[src/rtl/hack_pkg.sv]
// Shared definitions for the Hack ALU arbiter: ALU control bit positions,
// the control word type, common opcodes and the arbiter FSM state encoding.
package hack_pkg;

    localparam int ZX = 5;
    localparam int NX = 4;
    localparam int ZY = 3;
    localparam int NY = 2;
    localparam int F  = 1;
    localparam int NO = 0;

    typedef logic [5:0] alu_ctl_t;

    localparam alu_ctl_t CTL_AND = 6'b000000;
    localparam alu_ctl_t CTL_ADD = 6'b000010;
    localparam alu_ctl_t CTL_OR  = 6'b010101;
    localparam alu_ctl_t CTL_X   = 6'b001100;

    typedef enum logic [1:0] {
        ST_IDLE = 2'd0,
        ST_EXEC = 2'd1,
        ST_HOLD = 2'd2
    } state_t;

endpackage

[src/rtl/hack_alu.sv]
// Combinational Hack ALU: zero/negate each input, And or Add, optional output
// negate, plus zero and negative flags on the final result.
module hack_alu
    import hack_pkg::*;
#(
    parameter int WIDTH = 16
) (
    input  logic [WIDTH-1:0] i_x,
    input  logic [WIDTH-1:0] i_y,
    input  alu_ctl_t         i_ctl,
    output logic [WIDTH-1:0] o_out,
    output logic             o_zr,
    output logic             o_ng
);

    logic [WIDTH-1:0] w_x1;
    logic [WIDTH-1:0] w_x2;
    logic [WIDTH-1:0] w_y1;
    logic [WIDTH-1:0] w_y2;
    logic [WIDTH-1:0] w_and;
    logic [WIDTH-1:0] w_sum;
    logic [WIDTH-1:0] w_o;

    assign w_x1  = i_ctl[ZX] ? '0 : i_x;
    assign w_x2  = i_ctl[NX] ? ~w_x1 : w_x1;
    assign w_y1  = i_ctl[ZY] ? '0 : i_y;
    assign w_y2  = i_ctl[NY] ? ~w_y1 : w_y1;
    assign w_and = w_x2 & w_y2;
    // Carry out of the adder is intentionally dropped (modulo 2^WIDTH).
    assign w_sum = w_x2 + w_y2;
    assign w_o   = i_ctl[F] ? w_sum : w_and;
    assign o_out = i_ctl[NO] ? ~w_o : w_o;
    assign o_zr  = (o_out == '0);
    assign o_ng  = o_out[WIDTH-1];

endmodule

[src/rtl/hack_alu_arbiter.sv]
// Round-robin arbiter sharing one Hack ALU among NREQ requesters: capture
// operands on accept, compute for one cycle, hold the result on a valid/ready port.
module hack_alu_arbiter
    import hack_pkg::*;
#(
    parameter int NREQ  = 4,
    parameter int WIDTH = 16,
    parameter int IDW   = $clog2(NREQ)
) (
    input  logic                  clk,
    input  logic                  reset,
    input  logic [NREQ-1:0]       req_valid,
    output logic [NREQ-1:0]       req_ready,
    input  logic [NREQ*WIDTH-1:0] req_x,
    input  logic [NREQ*WIDTH-1:0] req_y,
    input  logic [NREQ*6-1:0]     req_ctl,
    output logic                  rsp_valid,
    input  logic                  rsp_ready,
    output logic [WIDTH-1:0]      rsp_data,
    output logic [IDW-1:0]        rsp_id,
    output logic                  rsp_zr,
    output logic                  rsp_ng
);

    state_t           r_state;
    logic [IDW-1:0]   r_rr_ptr;
    logic [WIDTH-1:0] r_x;
    logic [WIDTH-1:0] r_y;
    alu_ctl_t         r_ctl;
    logic [IDW-1:0]   r_id;
    logic             r_rsp_valid;
    logic [WIDTH-1:0] r_rsp_data;
    logic [IDW-1:0]   r_rsp_id;
    logic             r_rsp_zr;
    logic             r_rsp_ng;

    logic [WIDTH-1:0] w_x [NREQ];
    logic [WIDTH-1:0] w_y [NREQ];
    alu_ctl_t         w_ctl [NREQ];
    logic             w_grant_found;
    logic [IDW-1:0]   w_grant_idx;
    logic [IDW-1:0]   w_scan_idx;
    logic [IDW-1:0]   w_next_ptr;
    logic [NREQ-1:0]  w_req_ready;
    logic [WIDTH-1:0] w_alu_out;
    logic             w_alu_zr;
    logic             w_alu_ng;

    always_comb begin
        for (int i = 0; i < NREQ; i++) begin
            w_x[i]   = req_x[i*WIDTH +: WIDTH];
            w_y[i]   = req_y[i*WIDTH +: WIDTH];
            w_ctl[i] = req_ctl[i*6 +: 6];
        end
    end

    // Scan starts at the round-robin pointer; first valid requester wins.
    always_comb begin
        // NOTE: every variable gets a default before any conditional write so no latch is inferred.
        w_grant_found = 1'b0;
        w_grant_idx   = '0;
        w_scan_idx    = '0;
        for (int k = 0; k < NREQ; k++) begin
            w_scan_idx = IDW'((int'(r_rr_ptr) + k) % NREQ);
            if (!w_grant_found && req_valid[w_scan_idx]) begin
                w_grant_found = 1'b1;
                w_grant_idx   = w_scan_idx;
            end
        end
    end

    always_comb begin
        w_req_ready = '0;
        if (r_state == ST_IDLE && w_grant_found) begin
            w_req_ready[w_grant_idx] = 1'b1;
        end
    end

    assign w_next_ptr = (w_grant_idx == IDW'(NREQ - 1)) ? '0 : w_grant_idx + 1'b1;

    hack_alu #(
        .WIDTH (WIDTH)
    ) u_alu (
        .i_x   (r_x),
        .i_y   (r_y),
        .i_ctl (r_ctl),
        .o_out (w_alu_out),
        .o_zr  (w_alu_zr),
        .o_ng  (w_alu_ng)
    );

    always_ff @(posedge clk or posedge reset) begin
        if (reset) begin
            r_state     <= ST_IDLE;
            r_rr_ptr    <= '0;
            r_x         <= '0;
            r_y         <= '0;
            r_ctl       <= '0;
            r_id        <= '0;
            r_rsp_valid <= 1'b0;
            r_rsp_data  <= '0;
            r_rsp_id    <= '0;
            r_rsp_zr    <= 1'b0;
            r_rsp_ng    <= 1'b0;
        end else begin
            // NOTE: non-blocking assignments so every register samples pre-edge values.
            case (r_state)
                ST_IDLE: begin
                    if (w_grant_found) begin
                        r_x      <= w_x[w_grant_idx];
                        r_y      <= w_y[w_grant_idx];
                        r_ctl    <= w_ctl[w_grant_idx];
                        r_id     <= w_grant_idx;
                        r_rr_ptr <= w_next_ptr;
                        r_state  <= ST_EXEC;
                    end
                end
                ST_EXEC: begin
                    r_rsp_data  <= w_alu_out;
                    r_rsp_zr    <= w_alu_zr;
                    r_rsp_ng    <= w_alu_ng;
                    r_rsp_id    <= r_id;
                    r_rsp_valid <= 1'b1;
                    r_state     <= ST_HOLD;
                end
                ST_HOLD: begin
                    if (rsp_ready) begin
                        r_rsp_valid <= 1'b0;
                        r_state     <= ST_IDLE;
                    end
                end
                default: r_state <= ST_IDLE;
            endcase
        end
    end

    assign req_ready = w_req_ready;
    assign rsp_valid = r_rsp_valid;
    assign rsp_data  = r_rsp_data;
    assign rsp_id    = r_rsp_id;
    assign rsp_zr    = r_rsp_zr;
    assign rsp_ng    = r_rsp_ng;

endmodule

[config.mk]
export PLATFORM = sky130hd
export DESIGN_NAME = hack_alu_arbiter
export DESIGN_NICKNAME = d
export VERILOG_FILES = /design/src/rtl/hack_pkg.sv /design/src/rtl/hack_alu.sv /design/src/rtl/hack_alu_arbiter.sv
export SDC_FILE = /design/constraint.sdc
export NUM_CORES = 1
export LEC_CHECK = 0
export CORE_ASPECT_RATIO = 1.4
export CORE_MARGIN = 2
export CORE_UTILIZATION = 36
export DETAILED_ROUTE_END_ITERATION = 16
export PLACE_DENSITY = 0.66
export SLEW_MARGIN = 15
export SYNTH_ARGS = -nofsm -noshare
export SYNTH_HDL_FRONTEND = slang
export SYNTH_SLANG_ARGS = --single-unit
[constraint.sdc]
create_clock -name clk -period 4.1 [get_ports clk]
set_input_delay 0.615 -clock clk [delete_from_list [all_inputs] [get_ports clk]]
set_output_delay 0.615 -clock clk [all_outputs]
set_load 0.1 [all_outputs]
Word-level counts from Yosys, hierarchy flattened --
Cells that the tools add are included.
Cells by class: $add $sub $neg 5, $mul 0, div/mod/pow operators 0, magnitude comparators 7, equality and inequality tests 5, shift-type cells 0, muxes and demuxes 40, bitwise gates (word level) 5, reduce and logical (&&, ||, !) cells 14
Operator list (number):
- $mux 16 | 10
- $bmux 16 s2 | 2
- $not 16->16 | 3
- $add 16x16->16 | 1
- $and 16x16->16 | 1
- $logic_not 16->1 | 1
- $lt 2x3->1 const B | 5
- $mux 2 | 7
- $bmux 6 s2 | 1
- $mux 6 | 2
- $mux 1 | 10
- $bmux 1 s2 | 4
- $pmux 2 s3 | 1
- $reduce_and 2->1 | 3
- $logic_and 1x1->1 | 5
- $add 2x1->2 const B | 2
- $add 2x2->2 const B | 2
- $eq 2x2->1 const B | 2
- $mux 4 | 1
- $ne 2x2->1 const B | 2
- $ge 3x3->1 const B | 1
- $logic_not 1->1 | 3
- $not 2->3 | 1
- $demux 1 s2 | 1
- other kinds (5) | 5
Storage, ports and cells: register bits after elaboration 65, latch bits 0, bits in writable memories 0, ROM bits 0, input bits 159, output and inout bits 25, logic and storage cells 87, memories kept 0

Longest topological paths before layout --
Gate-level depths: netlist of run 1.
depth after elaboration 17, depth in mapped cells 12, mapped depth without buffers 12

Hierarchy --
A second synthesis of run 1 with hierarchy kept.
Second synthesis, totals: cells, all modules 617, area total of the unflattened synthesis 5542.8 um^2
By module, submodules not included:
- hack_alu_arbiter | instances 1, cells an instance 350, area each 3636.0 um^2, seq. area each 1626.6 um^2
- hack_alu | instances 1, cells an instance 267, area each 1906.8 um^2, seq. area each 0.0 um^2

Least setup slack after synthesis of run 1 --
OpenSTA, ideal clock, no wires.
kind register -> register, from register r_ctl[4], to register r_rsp_zr (netlist: rsp_zr), arrival 3.450 ns, data required time 4.005 ns, setup slack 0.554 ns, cell stages (with the launch flop) 12, buffers on the path 2, period minus slack after synthesis 3.546 ns, cell sequence dfrtp_1 clkbuf_1 clkbuf_1 xnor2_1 fa_1 a211oi_1 o211ai_1 a311o_1 xor2_1 o31a_1 o32a_1 o31ai_1
On the way: cells in the longest elaborated chain, start to end 6, elaborated cells between the ends (all ways) 7
RTL lines:
- start: declaration | RTL line hack_alu_arbiter.sv:29 | alu_ctl_t r_ctl;
- start signal: assignment | RTL line hack_alu_arbiter.sv:112 | r_ctl <= w_ctl[w_grant_idx];
- $mux 16 (*) | RTL line hack_alu.sv:25 | assign w_x2 = i_ctl[NX] ? ~w_x1 : w_x1;
- $add 16x16->16 / $and 16x16->16 (equally long branches) | RTL line hack_alu.sv:30, hack_alu.sv:28
- $mux 16 (*) | RTL line hack_alu.sv:31 | assign w_o = i_ctl[F] ? w_sum : w_and;
- $not 16->16 | RTL line hack_alu.sv:32 | assign o_out = i_ctl[NO] ? ~w_o : w_o;
- $mux 16 (*) | RTL line hack_alu.sv:32
- $logic_not 16->1 (*) | RTL line hack_alu.sv:33 | assign o_zr = (o_out == '0);
- end signal: assignment | RTL line hack_alu_arbiter.sv:120 | r_rsp_zr <= w_alu_zr;
- end: declaration | RTL line hack_alu_arbiter.sv:34 | logic r_rsp_zr;
Every way passes the cells marked *; elsewhere a longest branch is shown, timed or not. A chain may end at the register's enable or synchronous reset.

Worst setup path after layout of run 1 --
from register r_ctl[3], to register r_rsp_zr (netlist: rsp_zr)
On the way: cells in the longest elaborated chain, start to end 8, elaborated cells between the ends (all ways) 9
RTL lines:
- $mux 16 (*) | RTL line hack_alu.sv:26 | assign w_y1 = i_ctl[ZY] ? '0 : i_y;
- $not 16->16 | RTL line hack_alu.sv:27 | assign w_y2 = i_ctl[NY] ? ~w_y1 : w_y1;
- $mux 16 (*) | RTL line hack_alu.sv:27
- $add 16x16->16 / $and 16x16->16 (equally long branches) | RTL line hack_alu.sv:30, hack_alu.sv:28
- $mux 16 (*) | RTL line hack_alu.sv:31
- $not 16->16 | RTL line hack_alu.sv:32
- $mux 16 (*) | RTL line hack_alu.sv:32
- $logic_not 16->1 (*) | RTL line hack_alu.sv:33
Marked as above.

==> impl_results.md, run 1 <==
- Status: complete, no violations
- CTS H-tree depth: 3
- TNS Setup: 0 ps
- Multi-input gate area: 0.00348 mm^2
- Clock Path Buffers: 2
- Final HPWL DP: 11,100 um
- Setup Skew: 7.41 ps
- Row cnt: 52
- R2R depth: 11
- Gp weighted congestion: 0.855
- Register area share after synthesis: 30.3%
- Fillers: 1,447
- Syn Inst Count: 750
- Pin count of the biggest net entering global routing: 83
- Number of max-slew violations in the final report: 0
- Cell taking the most area after synthesis: dfrtp_1
- Grt ovf: 0
- Setup Fix Bufs, Post-CTS: 0
- Avg WL per Cell: 12.7 um
- Initial drt markers: 167
- Die X: 106 um
- Reg clk slew, reported paths: 60 ps
- I/O pins: 184
- Layout cells sized above 1: 4.30%
- Total track usage: 18.9%
- Critical Path RT: 4340 ps
- Total vias in the final route: 5,288
- Worst-Skew Late Latency: 340 ps
- CTS tree: built
- Worst slew margin: 33.4%
- Vias in the first global route: 5,194
- Post-cts resize count: 0
- Synth top area cells: dfrtp_1, nand2_1, o21ai_0
- FF+latch count, synth: 64
- Number of remaining DRC errors: 0
- Syn Area/Cell: 7.05 um^2
- Max Cap Viol: 0
- Fraction of registers with async set/reset: 100%
- Global-route wire length before repair: 24,400 um
- Initial antenna violation count: 0
- Count of cell types in the netlist: 52
- Die Footprint: 0.0157 mm^2
- CP Class: flip-flop to flip-flop
- Root Buffer: clkbuf_16
- CTS hold repair buffers: 0
- Final Critical Period: 3510 ps
- Storage cell area: 0.00160 mm^2
- Slew @ Worst Pin: 999 ps
- Area Growth Syn to Fin: 43.7%
- Final ANT Viol Nets: 0
- Final setup viols: 0
- Fmax: 0.285 GHz
- Port bufs: 183
- Fin crit share: 85.6%
- Initial core utilization: 36.6%
- Fin nets: 1,083
- N_diodes: 0
- Num CTS Buffers: 9
- Hold crit path type: flip-flop to flip-flop
- Crit-path max FO: 17
- Synth top area share: 30.3%
- Vias per std cell: 4.82
- Hold Vio Cnt, Final: 0
- YS warnings: 0
- RSZ-0062 raised after global routing: false
- Primary FF master, synth: dfrtp_1
- CP endpoint kind: flip-flop
- Synthesized cell area: 0.00529 mm^2
- CORE AREA: 0.0144 mm^2
- CTS sink count: 64
- Pre-antenna DRT Iters: 7
- Syn nets: 930
- Die height: 147 um
- EDFF count, synth: 0
- Hold path depth: 2
- Startpoint types: flip-flop
- Arr. time, crit path: 3750 ps
- Wirelength, routed: 14,000 um
-- final timing paths --
| kind | from | to | slack, ps |
|---|---|---|---|
| max | r_ctl[3] | rsp_zr | 590 |
| min | r_id[0] | rsp_id[0] | 460 |
| max reg2reg | r_ctl[3] | rsp_zr | 590 |
| min reg2reg | r_id[0] | rsp_id[0] | 460 |
| max in group asynchronous | reset | rsp_data[3] | 2520 |
| min in group asynchronous | reset | r_x[10] | 770 |
-- logic make-up after synthesis --
logic type / after synthesis / synth area share [%]
AOI/OAI and AO/OA: 151 / 17.1
DFF: 64 / 30.3
adders and majority gates: 21 / 5.11
muxes: 11 / 2.08
and+or+nand+nor: 383 / 31.4
buffers and inverters: 62 / 4.49
xor gates and xnor gates: 58 / 9.60
-- layer usage --
metal,up-vias,global-route usage [%],wire [um]
li1,2806,-,-
met1,2330,23.6,6000
met2,133,33.2,7160
met3,19,2.51,542
met4,0,6.62,282
met5,-,0,0
-- synthesized netlist by cell type (2+ instances only) --
cell and count:
xnor2_1 43, o2bb2ai_1 2, xor2_1 15, o2111a_1 2
ha_1 20, clkbuf_1 42, dfrtp_1 64, or3_4 2
nand2_1 266, o21ai_0 97, a21oi_1 14, nor2b_1 3
buf_1 6, mux2i_1 11, nor3_1 6, o21bai_1 2
nand2b_1 35, nand3_1 42, a32oi_1 2, nor2_1 14
o31ai_1 3, a311o_1 2, o21a_1 2, inv_1 11
o211ai_1 5, a211oi_1 4, nand4b_1 2, and3_1 2
and2_1 5, a31oi_1 2, a21o_1 3
-- cells in the final DEF (no fill, tap or decap), types with 4 or more instances in the layout --
master and count:
inv_1 10, a211oi_1 4, a21oi_1 13, clkbuf_16 9, nand3_1 42, o21ai_0 97
clkdlybuf4s50_1 179, xor2_1 15, ha_1 20, nand2b_1 35, xnor2_1 43, nand2_1 266
buf_4 8, nor2_1 14, nor3_1 6, mux2i_1 11, dfrtp_1 64, and2_1 5
buf_12 5, o211ai_1 5
-- cell type report --
cell class	instances	area share, %
flip-flops and latches	64	21.1
well taps	189	3.11
clock buffers	10	3.01
multi-input cells	624	45.7
clock inverters	6	0.790
repair buffers	192	25.7
inverters	12	0.593
-- sequential cells by signal (all words and copies together), names as in the netlist --
register,cells
r_state,2
rsp_data,16
rsp_id,2
r_y,16
r_x,16
r_id,2
rsp_zr,1
r_ctl,6
rsp_valid,1
r_rr_ptr,2
-- critical path, cell delays in order (launching register included) --
cell,delay (ps)
dfrtp_1,490
nand2b_1,210
xnor2_1,130
ha_1,250
fa_1,430
a211oi_1,380
o211ai_1,210
a311o_1,360
xor2_1,170
o31a_1,250
o32a_1,350
o31ai_1,190
-- through the flow --
stage	setup slack, ps	cell area (um^2)	utilization (%)	std cells	hold slack [ps]
global placement	676	7310	50.6	1081	446
CTS	572	7600	52.6	1097	465
detailed placement	588	7310	50.6	1081	463
floorplan	554	5290	-	750	439
finish	592	7600	52.6	1097	464
global route	288	7600	52.6	1097	470
Power of run 1 is not shown: default switching activity piles up to over one toggle a cycle in this logic, so the estimate is an artifact.
==> run 2, diff against run 1 <==
clock period = 3.5 ns   (was 4.1 ns; I/O delays follow)
==> run 2 against run 1 <==
Effect of this change:
- worst hold slack improved by 2.4 ps
- maximum frequency rose by 6.2%
- first-iteration DRC count fell by 21%
- register-to-register slack got worse by 400 ps
==> impl_results.md, run 2 (synthesis gave the netlist of run 1 again) <==
- Fin crit share: 94.4%
- Slew @ Worst Pin: 969 ps
- WHS: 466 ps
- Root Buffer: clkbuf_16
- Worst slew margin: 35.2%
- Layout cells sized above 1: 5.47%
- Num CTS Buffers: 9
- Global-route wire length before repair: 24,400 um
- Initial core utilization: 36.6%
- Wirelength, routed: 14,300 um
- Final HPWL DP: 11,400 um
- Final setup viols: 0
- CTS tree: built
- Fin nets: 1,089
- Status: complete, no violations
- Arr. time, crit path: 3530 ps
- Row cnt: 52
- Vias per std cell: 4.81
- Setup Skew: 6.68 ps
- Met3 WL post-DR: 632 um
- Reg clk slew, reported paths: 50 ps
- Die X: 106 um
- RSZ-0062 raised after global routing: false
- Commonest non-fill, non-tap cell in the layout: nand2_1
- WL met2: 7270 um
- Max Cap Viol: 0
- Worst-Skew Late Latency: 330 ps
- CP Launch Point: r_ctl[4]
- Number of max-slew violations in the final report: 0
- Setup Fix Bufs, Post-CTS: 0
- Startpoint types: flip-flop
- Critical Path RT: 3730 ps
- Gp weighted congestion: 0.856
- Total vias in the final route: 5,308
- Initial drt markers: 132
- Hold Vio Cnt, Final: 0
- Fmax: 0.303 GHz
- Worst hold start: r_id[1]
- CTS hold repair buffers: 0
- N_diodes: 0
- Port bufs: 183
- Number of remaining DRC errors: 0
- Highest routed layer: met4
- Hold crit path type: flip-flop to flip-flop
- CP Class: flip-flop to flip-flop
- WL met1: 6090 um
- Pin count of the biggest net entering global routing: 83
- CTS sink count: 64
- Clock Path Buffers: 2
- CP endpoint kind: flip-flop
- Die height: 147 um
- I/O pins: 184
- Final Critical Period: 3300 ps
- TNS Setup: 0 ps
- CTS H-tree depth: 3
- Avg WL per Cell: 12.9 um
- Reg2reg start: r_ctl[4]
- Worst R2R Setup Slack: 200 ps
- Area Growth Syn to Fin: 44.4%
- Die Footprint: 0.0157 mm^2
- Fillers: 1,426
- Vias in the first global route: 5,168
- Grt ovf: 0
- CORE AREA: 0.0144 mm^2
- Pre-antenna DRT Iters: 4
- Post-cts resize count: 0
- Crit-path max FO: 15
- Total track usage: 18.9%
- Most frequent cells in the layout: nand2_1, clkdlybuf4s50_1, o21ai_0
- Final ANT Viol Nets: 0
- Initial antenna violation count: 0
==> run 2: cell type report <==
| type | instances | area (um^2) | share of cell area (%) |
|---|---|---|---|
| well taps | 189 | 236 | 3.10 |
| flip-flops and latches | 64 | 1600 | 21.0 |
| clock buffers | 11 | 243 | 3.18 |
| inverters | 12 | 45.0 | 0.590 |
| repair buffers | 198 | 1990 | 26.0 |
| multi-input cells | 624 | 3490 | 45.7 |
| clock inverters | 5 | 32.5 | 0.426 |
==> run 2: path summary, 6_finish.rpt <==
check	end	cells after the start
worst max-delay path	rsp_zr	11
worst min register to register	rsp_id[1]	2
worst min-delay path	rsp_id[1]	2
min in group asynchronous	r_state[0]	3
worst max register to register	rsp_zr	11
max in group asynchronous	r_y[1]	3
==> run 2: metrics by stage <==
step                cells  instance area [um^2]  setup slack [ps]  utilization [%]
floorplan             750                  5290               141                -
global placement     1087                  7350               243             50.9
detailed placement   1087                  7350               190             50.9
CTS                  1103                  7620               165             52.8
global route         1103                  7640              4.05             52.9
finish               1103                  7640               195             52.9
==> run 2: critical path, cell delays in order, from the launching register on <==
cell       delay, ps
dfrtp_1          420
buf_4            280
xnor2_1          130
ha_1             420
nand3_2          120
o2111ai_2        280
a31oi_4          160
o2111a_1         270
or3_4            400
or2_0            230
o32a_1           290
o31ai_1          190
==> run 2: layer usage <==
metal  track usage [%]  vias to the layer above
li1                  -                     2822
met1              23.4                     2321
met2              33.5                      146
met3              3.53                       19
met4              5.32                        0
met5                 0                        -
Power of run 2 is left out for the same reason.
